`src/rtl/dma_peripheral_port.sv`:
```
// dma_peripheral_port: device-side DMA channel endpoint with a byte FIFO between peripheral and system bus
// Ports:
//   clk, reset            clock and synchronous active-high reset
//   enable, dir           channel arm and direction (1 = device-to-memory via IOR, 0 = memory-to-device via IOW)
//   dreq, dack_n          DMA request out, acknowledge in
//   ior_n, iow_n, eop_n   bus read/write strobes and end-of-process
//   db_in, db_out, db_oe  system data bus
//   dev_w*, dev_r*        peripheral push/pop handshakes
//   level, tc, err        FIFO occupancy, terminal-count pulse, sticky over/underflow
module dma_peripheral_port #(
    parameter int DEPTH = 8,
    parameter int LW    = 4
) (
    input  logic          clk,
    input  logic          reset,
    input  logic          enable,
    input  logic          dir,
    output logic          dreq,
    input  logic          dack_n,
    input  logic          ior_n,
    input  logic          iow_n,
    input  logic          eop_n,
    input  logic [7:0]    db_in,
    output logic [7:0]    db_out,
    output logic          db_oe,
    input  logic [7:0]    dev_wdata,
    input  logic          dev_wvalid,
    output logic          dev_wready,
    output logic [7:0]    dev_rdata,
    output logic          dev_rvalid,
    input  logic          dev_rready,
    output logic [LW-1:0] level,
    output logic          tc,
    output logic          err
);
    localparam int AW = $clog2(DEPTH);
    localparam logic [1:0] IDLE   = 2'd0;
    localparam logic [1:0] ARMED  = 2'd1;
    localparam logic [1:0] STROBE = 2'd2;
    localparam logic [1:0] DONE   = 2'd3;

    logic [1:0]    state, nstate;
    logic          dir_q, ior_q, iow_q, eop_pend, rd_empty;
    logic [7:0]    mem [DEPTH];
    logic [AW-1:0] wptr, rptr;
    logic [LW-1:0] cnt, cnt_n;
    logic          strb, strb_q, fall, full, empty, eop_now, done_req;
    logic          flush, load, bus_pop, bus_push, err_set;
    logic          dev_push, dev_pop, push, pop, dir_eff, inflight, dreq_n;

    // Only the strobe for the latched direction matters; its falling edge starts a transfer.
    assign strb     = dir_q ? ior_n : iow_n;
    assign strb_q   = dir_q ? ior_q : iow_q;
    assign fall     = strb_q & ~strb;
    assign full     = cnt == LW'(DEPTH);
    assign empty    = cnt == '0;
    assign eop_now  = ~eop_n & ~dack_n & (state == ARMED || state == STROBE);
    assign done_req = eop_pend | eop_now;

    assign dev_wready = state != IDLE && dir_q && !full;
    assign dev_rvalid = state != IDLE && !dir_q && !empty;
    assign dev_rdata  = mem[rptr];
    assign dev_push   = dev_wvalid & dev_wready;
    assign dev_pop    = dev_rvalid & dev_rready;
    assign level      = cnt;

    always_comb begin
        nstate   = state;
        flush    = 1'b0;
        load     = 1'b0;
        bus_pop  = 1'b0;
        bus_push = 1'b0;
        err_set  = 1'b0;
        if (!enable)
            nstate = IDLE;
        else if (state == IDLE) begin
            nstate = ARMED;
            flush  = 1'b1;
        end else if (state == ARMED) begin
            if (!dack_n && fall) begin
                nstate  = STROBE;
                load    = dir_q;
                err_set = dir_q && empty;
            end else if (done_req)
                nstate = DONE;
        end else if (state == STROBE) begin
            // End of strobe completes the transfer; DACK going away first aborts it.
            if (strb) begin
                nstate   = done_req ? DONE : ARMED;
                bus_pop  = dir_q && !rd_empty;
                bus_push = !dir_q && !full;
                err_set  = !dir_q && full;
            end else if (dack_n)
                nstate = done_req ? DONE : ARMED;
        end
    end

    assign push  = dev_push | bus_push;
    assign pop   = dev_pop | bus_pop;
    assign cnt_n = flush ? '0 : cnt + LW'(push) - LW'(pop);

    // Request lookahead: a transfer still in STROBE is counted as already done,
    // so the controller never sees a request the FIFO cannot honour.
    assign dir_eff  = state == IDLE ? dir : dir_q;
    assign inflight = nstate == STROBE;
    assign dreq_n   = (nstate == ARMED || nstate == STROBE) &&
                      (dir_eff ? cnt_n > LW'(inflight) : cnt_n + LW'(inflight) < LW'(DEPTH));

    always_ff @(posedge clk) begin
        if (push)
            mem[wptr] <= dir_q ? dev_wdata : db_in;
    end

    always_ff @(posedge clk) begin
        if (reset) begin
            state    <= IDLE;
            dir_q    <= 1'b0;
            ior_q    <= 1'b1;
            iow_q    <= 1'b1;
            eop_pend <= 1'b0;
            rd_empty <= 1'b0;
            wptr     <= '0;
            rptr     <= '0;
            cnt      <= '0;
            dreq     <= 1'b0;
            db_out   <= 8'h00;
            db_oe    <= 1'b0;
            tc       <= 1'b0;
            err      <= 1'b0;
        end else begin
            state    <= nstate;
            ior_q    <= ior_n;
            iow_q    <= iow_n;
            if (state == IDLE)
                dir_q <= dir;
            eop_pend <= state != IDLE && done_req;
            wptr     <= flush ? '0 : wptr + AW'(push);
            rptr     <= flush ? '0 : rptr + AW'(pop);
            cnt      <= cnt_n;
            dreq     <= dreq_n;
            db_oe    <= nstate == STROBE && dir_q;
            // Remember an empty read so a device push during the strobe is not popped unseen.
            if (load) begin
                db_out   <= empty ? 8'hFF : mem[rptr];
                rd_empty <= empty;
            end
            tc       <= nstate == DONE && state != DONE;
            err      <= state != IDLE && (err | err_set);
        end
    end
endmodule
```
`config.mk`:
```
export PLATFORM = sky130hd
export DESIGN_NAME = dma_peripheral_port
export DESIGN_NICKNAME = d
export VERILOG_FILES = /design/src/rtl/dma_peripheral_port.sv
export SDC_FILE = /design/constraint.sdc
export NUM_CORES = 1
export LEC_CHECK = 0
export ABC_AREA = 1
export CORE_ASPECT_RATIO = 1.1
export CORE_UTILIZATION = 45
export DETAILED_ROUTE_END_ITERATION = 10
export PLACE_DENSITY = 0.71
export SKIP_LAST_GASP = 1
export SLEW_MARGIN = 10
export SYNTH_ARGS = -nofsm -noshare
export SYNTH_HDL_FRONTEND = slang
export SYNTH_SLANG_ARGS = --single-unit
```
`constraint.sdc`:
```
create_clock -name clk -period 3.7 [get_ports clk]
set_clock_uncertainty 0.05 [all_clocks]
set_input_delay 1.11 -clock clk [delete_from_list [all_inputs] [get_ports clk]]
set_output_delay 1.11 -clock clk [all_outputs]
set_load 0.03 [all_outputs]
```
== Word level (Yosys, flattened, before mapping) ==
Memory sizes are Yosys's and may differ from the RTL's. A register that Yosys moved wholly into a read port is not among the register bits.
Cells that the tools add are included.

* Input port bits: 26
* Memories kept: 1
* Bits in registers: 29
* Memory bits (writable): 64

{| class="wikitable"
|+ Memories
! memory !! depth !! width !! read ports !! clocked after Yosys merged registers in !! wr ports !! line !! source
|-
| mem || 8 || 8 || 1 || 1 || 1 || 44 || <nowiki>logic [7:0] mem [DEPTH];</nowiki>
|}

* Multiplexer cells: 41
* $lt $le $gt $ge: 2
* Reductions and logical operators: 25
* Add/subtract/negate cells: 5
* Equal/unequal tests: 7
* Bitwise operators: 12

{| class="wikitable"
|+ Operator list
! kind !! number
|-
| $mux W1 || 28
|-
| $mux W2 || 9
|-
| $mux W8 || 2
|-
| $logic_and A1 B1 Y1 || 14
|-
| $add A4 B1 Y4 || 2
|-
| $add A3 B1 Y3 || 2
|-
| $eq A2 B2 Y1 const B || 3
|-
| $and A1 B1 Y1 || 5
|-
| $logic_not A1 Y1 || 5
|-
| $eq A2 B1 Y1 const B || 2
|-
| $eq A4 B4 Y1 const B || 1
|-
| $gt A4 B1 Y1 || 1
|-
| $logic_not A4 Y1 || 1
|-
| $lt A4 B4 Y1 const B || 1
|-
| $mux W4 || 1
|-
| $or A1 B1 Y1 || 4
|-
| $sub A4 B1 Y4 || 1
|-
| $mux W3 || 1
|-
| $not A1 Y1 || 3
|-
| $logic_not A2 Y1 || 1
|-
| $logic_or A1 B1 Y1 || 2
|-
| $ne A2 B2 Y1 const B || 1
|-
| $reduce_bool A2 Y1 || 1
|-
| $reduce_or A2 Y1 || 1
|}

== Longest topological paths before layout ==
Gate-level depths: netlist of run 1.

* Depth after elaboration: 16
* Depth in mapped cells: 21
* Depth with buffers taken out: 21

== Worst setup path before layout of run 1 ==
No wires, ideal clock.

* Path kind: input to register
* Start point: input port iow_n
* End point: register dreq
* Path slack: 321 ps
* Data arrival time: 3274 ps
* Data required time: 3594 ps
* Cell stages on the path: 18
* Path buffers: 0
* Library setup time: 56 ps
* Cells stage by stage: inv_1 > nor2_2 > nand4_1 > nand2_4 > inv_1 > ha_1 > inv_1 > ha_1 > inv_1 > nor2_1 > inv_1 > ha_1 > or2_2 > nand3_1 > nor2_1 > a21oi_1 > nand2_1 > inv_1

* Word-level cells in the longest chain between the ends: 14
* Elaborated cells on any way between the ends: 33
* Those cells by class: add/sub: 3; order compare: 2; eq/ne: 2; mux: 19; bitwise: 4; reduce/logical: 3

{| class="wikitable"
|+ RTL lines
! what !! line !! source
|-
| from (decl) || 21 || <nowiki>input logic iow_n,</nowiki>
|-
| $mux W1 (*) || 52 || <nowiki>assign strb = dir_q ? ior_n : iow_n;</nowiki>
|-
| $mux W1 || 88 || <nowiki>if (strb) begin</nowiki>
|-
| $mux W1 || 86 || <nowiki>end else if (state == STROBE) begin</nowiki>
|-
| $mux W1 || 79 || <nowiki>end else if (state == ARMED) begin</nowiki>
|-
| $mux W1 || 76 || <nowiki>else if (state == IDLE) begin</nowiki>
|-
| $mux W1 || 74 || <nowiki>if (!enable)</nowiki>
|-
| $or A1 B1 Y1 || 98 || <nowiki>assign push = dev_push | bus_push;</nowiki>
|-
| $add A4 B1 Y4 || 100 || <nowiki>assign cnt_n = flush ? '0 : cnt + LW'(push) - LW'(pop);</nowiki>
|-
| $sub A4 B1 Y4 (*) || 100 ||
|-
| $mux W4 (*) || 100 ||
|-
| via cnt_n[0] || 46 || <nowiki>logic [LW-1:0] cnt, cnt_n;</nowiki>
|-
| $add A4 B1 Y4 || 107 || <nowiki>(dir_eff ? cnt_n > LW'(inflight) : cnt_n + LW'(inflight) < LW'(DEPTH));</nowiki>
|-
| $lt A4 B4 Y1 || 107 ||
|-
| $mux W1 (*) || 107 ||
|-
| $logic_and A1 B1 Y1 (*) || 106 || <nowiki>assign dreq_n = (nstate == ARMED || nstate == STROBE) &&</nowiki>
|-
| to (signal assigned) || 140 || <nowiki>dreq <= dreq_n;</nowiki>
|-
| to (decl) || 18 || <nowiki>output logic dreq,</nowiki>
|}

The timed path passes the listed nets; every way through them passes the cells marked *.
A chain may end at the register's enable or synchronous reset.

==> parameters.txt, run 1 <==
Parameter                              Value

Setup path
  Crit path max fanout    32
  CP arrival    2.36 ns
  Required time worst endpoint    2.54 ns
  Cells traversed along the worst timing path    inv_2, o21ai_0, nand2_1, nand2_1, nand2_1, clkdlybuf4s50_1
  Reg2Reg Depth    21
  Sort of element at the end of the critical path    output pin
  Cell repeated most along the worst path    sky130_fd_sc_hd__nand2_1
  Worst path max stage delay    0.70 ns
  Slowest cell on the critical path    sky130_fd_sc_hd__clkdlybuf4s50_1
  Critical path type    register to output pin
  Startpoint type of the worst setup path    register

Worst hold path
  Cells on Worst Hold Path    2
  Hold crit path type    register to register

Clock network
  Root Buffer    sky130_fd_sc_hd__clkbuf_8
  Maximum buffer depth of the clock tree    2
  H-tree Lvls    3
  # clock sinks    93
  Number of buffers created by CTS    9
  Clk_lat worst skew    0.36 ns
  TritonCTS clock tree    yes
  Number of hold-repair buffers added at the cts stage    0
  Clock transition at the registers of the reported paths    0.10 ns

Logic synthesis
  Flop and latch count out of synthesis    93
  Count of synthesis-stage warnings from yosys    0
  Post-synthesis net count    520
  Number of unique standard cell types used by synthesis    27
  Avg Cell Area, Syn    9.09 um^2
  Sequential area share after synthesis    58.0%
  Post-Syn Area    0.00432 mm^2
  Post-Synthesis Cells    475

Layout
  Net count reported at finish    592
  Layout cell share with drive strength beyond 1    10.7%
  Final antenna diode count    0
  Area of all sequential standard cells    0.00250 mm^2
  Synth-to-Final Area Change    22.5%
  Area of all placed cells without fillers    0.00529 mm^2
  Number of fillers in the final layout    799
  Count of non-filler cells in the finished layout    669
  Multi-input logic area    0.00155 mm^2

Timing
  Max-slew violation count    0
  Period utilisation layout    95.1%
  Final hold slack    0.429 ns
  Final Critical Period    3.52 ns
  Unrepaired setup endpoints after global routing    true
  Worst slew margin relative to its limit    53.8%
  PnR worst setup slack    0.183 ns
  Final-report hold violation count    0
  Max Freq    0.284 GHz
  Transition time at the pin with the least slew margin    0.693 ns
  Total setup violations reported at the end of the flow    0

Global routing
  Antenna violations before repair    0
  Global-route congestion overflow total    0
  All-Layer GR Usage    20.6%
  First-pass GRT wire length    15,400 um
  Pin count of the biggest net entering global routing    33
  Via count of the first global-routing pass    3,118

Route
  Number of vias after detailed routing    3,294
  Post-route antenna net violation count    0
  Number of remaining DRC errors    0
  Overall routed net length    9610 um
  Count of routing violations after the opening detailed-route iteration    201
  Drt via density    4.92
  Drt first pass iters    4
  Final routed wire length divided by cell count    14.4 um

Pwr
  Power density over the cells    365 mW/mm^2
  Leakage power summed over all cells    2.17 nW
  Worst supply voltage drop on vdd    213 uV
  Total power    1.93 mW

Placed design
  Port buffer count    51
  DPL Wire Length    6790 um
  Worst Setup Slack post-DPL    -0.262 ns
  Post-placement cell area    0.00507 mm^2
  Final Wtd Congestion    0.881
  Cell count after placement    652

Floorplan
  Total die area    0.00999 mm^2
  Starting utilization of the core area    46.2%
  Number of I/O pins    52
  Vertical extent of the die    105 um
  Count of standard-cell rows    37
  Core Footprint    0.00935 mm^2
  Width of the die    95.4 um

Outcome
  Result of the run    finished clean

Job
  # Max-Cap Violations    0
layout by cell type (no fill, tap or decap), drive strengths merged:
cell / instances
a21oi: 4
a22o: 1
a31oi: 1
buf: 24
bufinv: 1
clkbuf: 10
clkdlybuf4s50: 50
clkinv: 2
clkinvlp: 2
dfxtp: 29
dlymetal6s2s: 1
edfxtp: 64
fa: 1
ha: 18
inv: 52
nand2: 114
nand3: 19
nand4: 2
nor2: 105
nor3: 5
o21ai: 42
or2: 3
xnor2: 2
power by group:
part	switching (mW)	internal [mW]
Sequential	0.00581	1.12
Clock	0.368	0.318
Combinational	0.0681	0.0501
cells in the mapped netlist (all sizes together):
library cell / count / area, um^2
nand4: 2 / 12.5
a22o: 1 / 8.76
dfxtp: 29 / 581
edfxtp: 64 / 1920
nor3: 5 / 25.0
nor2: 105 / 412
fa: 1 / 20.0
nand3: 19 / 100
or2: 3 / 18.8
clkbuf: 3 / 11.3
inv: 51 / 191
ha: 18 / 225
a31oi: 1 / 21.3
o21ai: 42 / 210
a21oi: 4 / 20.0
buf: 11 / 66.3
nand2: 114 / 455
xnor2: 2 / 17.5
critical path: cells and delay by family (launching register included):
family                 cells  cell delay [ns]
buffers and inverters      2             1.13
AND/OR/NAND/NOR            3             0.32
AO/OA/AOI/OAI              1             0.17
flip-flops                 1             0.39
worst paths after layout:
kind	endpoint	from	slack [ns]
worst min-delay path	err$_SDFF_PP0_	err$_SDFF_PP0_	0.43
worst min register to register	err$_SDFF_PP0_	err$_SDFF_PP0_	0.43
worst max-delay path	dev_rdata[0]	rptr[0]$_SDFF_PP0_	0.18
worst max register to register	dreq$_SDFF_PP0_	state[0]$_SDFF_PP0_	0.40
registers in the layout (all words and copies together) (netlist names), 2 cells and up:
name,cells
level,4
mem,64
db_out,8
state,2
wptr,3
rptr,3
routing by layer:
layer  up-vias  global-route usage [%]  share of wire, %
met5         -                       0                 0
met4         0                    5.54               1.1
met3         9                    4.15               4.2
met2        74                    33.6                49
met1      1546                    27.9                46
li1       1665                       -                 -
cells by family after synthesis:
family	count (synthesis)	synth area share [%]
simple gates	248	23.7
xor+xnor	2	0.406
compound gates	48	6.03
flops	93	58.0
buf+inv	65	6.23
fa+ha+maj	19	5.68
metrics by stage:
stage          TNS (ns)  util [%]
2_1_floorplan         0         -
4_1_cts               0      56.3
3_5_place_dp     -0.262      54.2
5_1_grt         -0.0135      56.5
3_3_place_gp     -0.171      54.2
6_report              0      56.5
layout make-up:
| cell class | instances | area share (%) |
|---|---|---|
| Clock inverter | 6 | 1.35 |
| Inverter | 51 | 3.62 |
| Timing Repair Buffer | 75 | 13.1 |
| Sequential cell | 93 | 47.3 |
| Tap cell | 117 | 2.77 |
| Multi-Input combinational cell | 317 | 29.4 |
| Clock buffer | 10 | 2.41 |
repair_timing:
| action | CTS | global route |
|---|---|---|
| setup endpoints to repair | 0 | 8 |
| buffers inserted | 0 | 1 |
| gates resized for setup | 0 | 5 |
| endpoints found under the hold margin | 0 | 0 |
No activity file was read; power rests on OpenSTA's default activity.
==> run 2, diff against run 1 <==
==> constraint.sdc (replaced) <==
create_clock -name clk -period 3.7 [get_ports clk]
set_clock_uncertainty 0.05 [all_clocks]
set_input_delay 0.74 -clock clk [delete_from_list [all_inputs] [get_ports clk]]
set_output_delay 0.74 -clock clk [all_outputs]
set_load 0.05 [all_outputs]
==> run 2 against run 1 <==
Net effect: global-route usage barely moved; setup slack improved by 0.023 ns; cell area fell by 1.6%; sequential share of layout area rose by 0.73 points; critical path depth rose by 2; die area did not move; via count barely moved; register-to-register slack got worse by 0.09 ns; hold slack got worse by 0.0040 ns; first-iteration DRC count rose by 3.0%; total power fell by 0.57%; clock-buffer cell count fell by 1.
==> parameters.txt, run 2 (synthesized netlist as in run 1, its figures left out) <==
Parameter                              Value

Job
  # Max-Cap Violations    0

Clock network
  Root Buffer    sky130_fd_sc_hd__clkbuf_8
  Number of buffers created by CTS    9
  Clock transition at the registers of the reported paths    0.09 ns
  Clk_lat worst skew    0.35 ns
  Maximum buffer depth of the clock tree    2
  H-tree Lvls    3
  TritonCTS clock tree    yes
  Number of hold-repair buffers added at the cts stage    0
  CTS resizes    0
  # clock sinks    93
  Number of post-CTS setup repair buffers    0

Route
  Post-route antenna net violation count    0
  Number of vias after detailed routing    3,291
  Final routed wire length divided by cell count    14.7 um
  Number of remaining DRC errors    0
  Drt via density    4.99
  Drt first pass iters    4
  Count of routing violations after the opening detailed-route iteration    207
  Overall routed net length    9690 um

Layout
  Count of non-filler cells in the finished layout    659
  Number of flip-flops under the largest register name    64
  Area of all placed cells without fillers    0.00520 mm^2
  Number of fillers in the final layout    811
  Top register by number of flip-flops    mem
  Final antenna diode count    0
  Most frequent standard cell in the layout excluding fill and tap cells    sky130_fd_sc_hd__nand2_1
  Net count reported at finish    582
  Layout cell share with drive strength beyond 1    8.49%
  Commonest cells after routing, fill and taps aside    sky130_fd_sc_hd__nand2_1, sky130_fd_sc_hd__nor2_1, sky130_fd_sc_hd__edfxtp_1
  Synth-to-Final Area Change    20.5%

Global routing
  First-pass GRT wire length    15,400 um
  Pin count of the biggest net entering global routing    33
  All-Layer GR Usage    20.6%
  Via count of the first global-routing pass    3,256
  Antenna violations before repair    0
  Global-route congestion overflow total    0

Placed design
  DPL Wire Length    6880 um
  Final Wtd Congestion    0.891
  Post-placement cell area    0.00500 mm^2
  Cell count after placement    643
  Port buffer count    51

Setup path
  CP delay by family, top    buffers and inverters
  Required time worst endpoint    2.91 ns
  Sort of element at the end of the critical path    output pin
  Crit path max fanout    23
  CP Depth    8
  Reg2Reg Depth    21
  Worst R2R Setup Slack    0.31 ns
  Slowest cell on the critical path    sky130_fd_sc_hd__clkdlybuf4s50_1
  Worst path max stage delay    0.83 ns
  CP arrival    2.70 ns
  RR Startpoint    state[0]$_SDFF_PP0_
  Cells traversed along the worst timing path    buf_4, nor2_1, nor2_1, o21ai_1, o21ai_1, nand2_1, nand2_1, clkdlybuf4s50_1
  Startpoint type of the worst setup path    register
  Crit Reg-Reg Endpoint    dreq$_SDFF_PP0_
  CP bufs+invs    2
  Critical path type    register to output pin

Floorplan
  Starting utilization of the core area    46.2%
  Core Footprint    0.00935 mm^2
  Vertical extent of the die    105 um
  Width of the die    95.4 um
  Number of I/O pins    52
  Count of standard-cell rows    37
  Total die area    0.00999 mm^2

Timing
  Transition time at the pin with the least slew margin    0.532 ns
  Max Freq    0.286 GHz
  Period utilisation layout    94.4%
  Final Critical Period    3.49 ns
  Final-report hold violation count    0
  Unrepaired setup endpoints after global routing    false
  Final TNS setup    0 ns
  Max-slew violation count    0
  Worst slew margin relative to its limit    64.3%
  Total setup violations reported at the end of the flow    0

Outcome
  Result of the run    finished clean

Worst hold path
  Hold Crit Endpoint    err$_SDFF_PP0_
  Launch point of the worst hold path    err$_SDFF_PP0_
  Hold crit path type    register to register
  Cells on Worst Hold Path    2

Pwr
  Leakage power summed over all cells    2.11 nW
  Total power    1.92 mW
  Power density over the cells    369 mW/mm^2
  Worst supply voltage drop on vdd    234 uV
[run 2: cell count changes in the layout (fill, tap and decap cells not counted), sizes merged]
cell,delta
clkdlybuf4s50,+1
clkbuf,-1
buf,-10
clkinvlp,-1
clkinv,+3
dlymetal6s2s,-1
inv,-1
[run 2: metrics by stage]
| step | setup slack [ns] | hold WS (ns) | util, % |
|---|---|---|---|
| 6_report | 0.206 | 0.425 | 55.7 |
| 5_1_grt | 0.0101 | 0.469 | 55.7 |
| 4_1_cts | 0.181 | 0.427 | 55.7 |
| 3_5_place_dp | 0.0385 | 0.410 | 53.5 |
| 3_3_place_gp | 0.125 | 0.400 | 53.5 |
| 2_1_floorplan | 0.238 | 0.372 | - |
[run 2: worst max path at each step]
stage,slack [ns],end,startpoint
floorplan,0.24,dreq$_SDFF_PP0_,level[2]$_SDFF_PP0_
global placement,0.13,dreq$_SDFF_PP0_,enable
detailed placement,0.04,dreq$_SDFF_PP0_,enable
CTS,0.18,dev_rdata[3],rptr[0]$_SDFF_PP0_
global route,0.01,dreq$_SDFF_PP0_,state[0]$_SDFF_PP0_
finish,0.21,dev_rdata[3],rptr[0]$_SDFF_PP0_
[run 2: area by class of cell]
cell class / count / area, um^2 / share of cell area, %
repair buffers: 65 / 616 / 11.8
inverters: 51 / 191 / 3.68
multi-input cells: 317 / 1550 / 29.8
flip-flops and latches: 93 / 2500 / 48.1
well taps: 117 / 146 / 2.81
clock buffers: 9 / 124 / 2.38
clock inverters: 7 / 76.3 / 1.47
[run 2: metal layers]
metal / vias up / global-route usage [%] / part of all wire (%)
li1: 1652 / - / -
met1: 1534 / 26.0 / 42
met2: 91 / 34.8 / 50
met3: 14 / 2.55 / 5.2
met4: 0 / 9.28 / 2.5
met5: - / 0 / 0
[run 2: power by group]
group          leakage [nW]  switching, mW  internal (mW)
registers             0.812        0.00370           1.12
clock network        0.0970          0.360          0.315
logic                  1.21         0.0727         0.0479
[run 2: tightest hold or removal path: stages (launching register included)]
cell and delay, ns:
sky130_fd_sc_hd__dfxtp_1 0.33, sky130_fd_sc_hd__inv_1 0.05, sky130_fd_sc_hd__a21oi_1 0.05
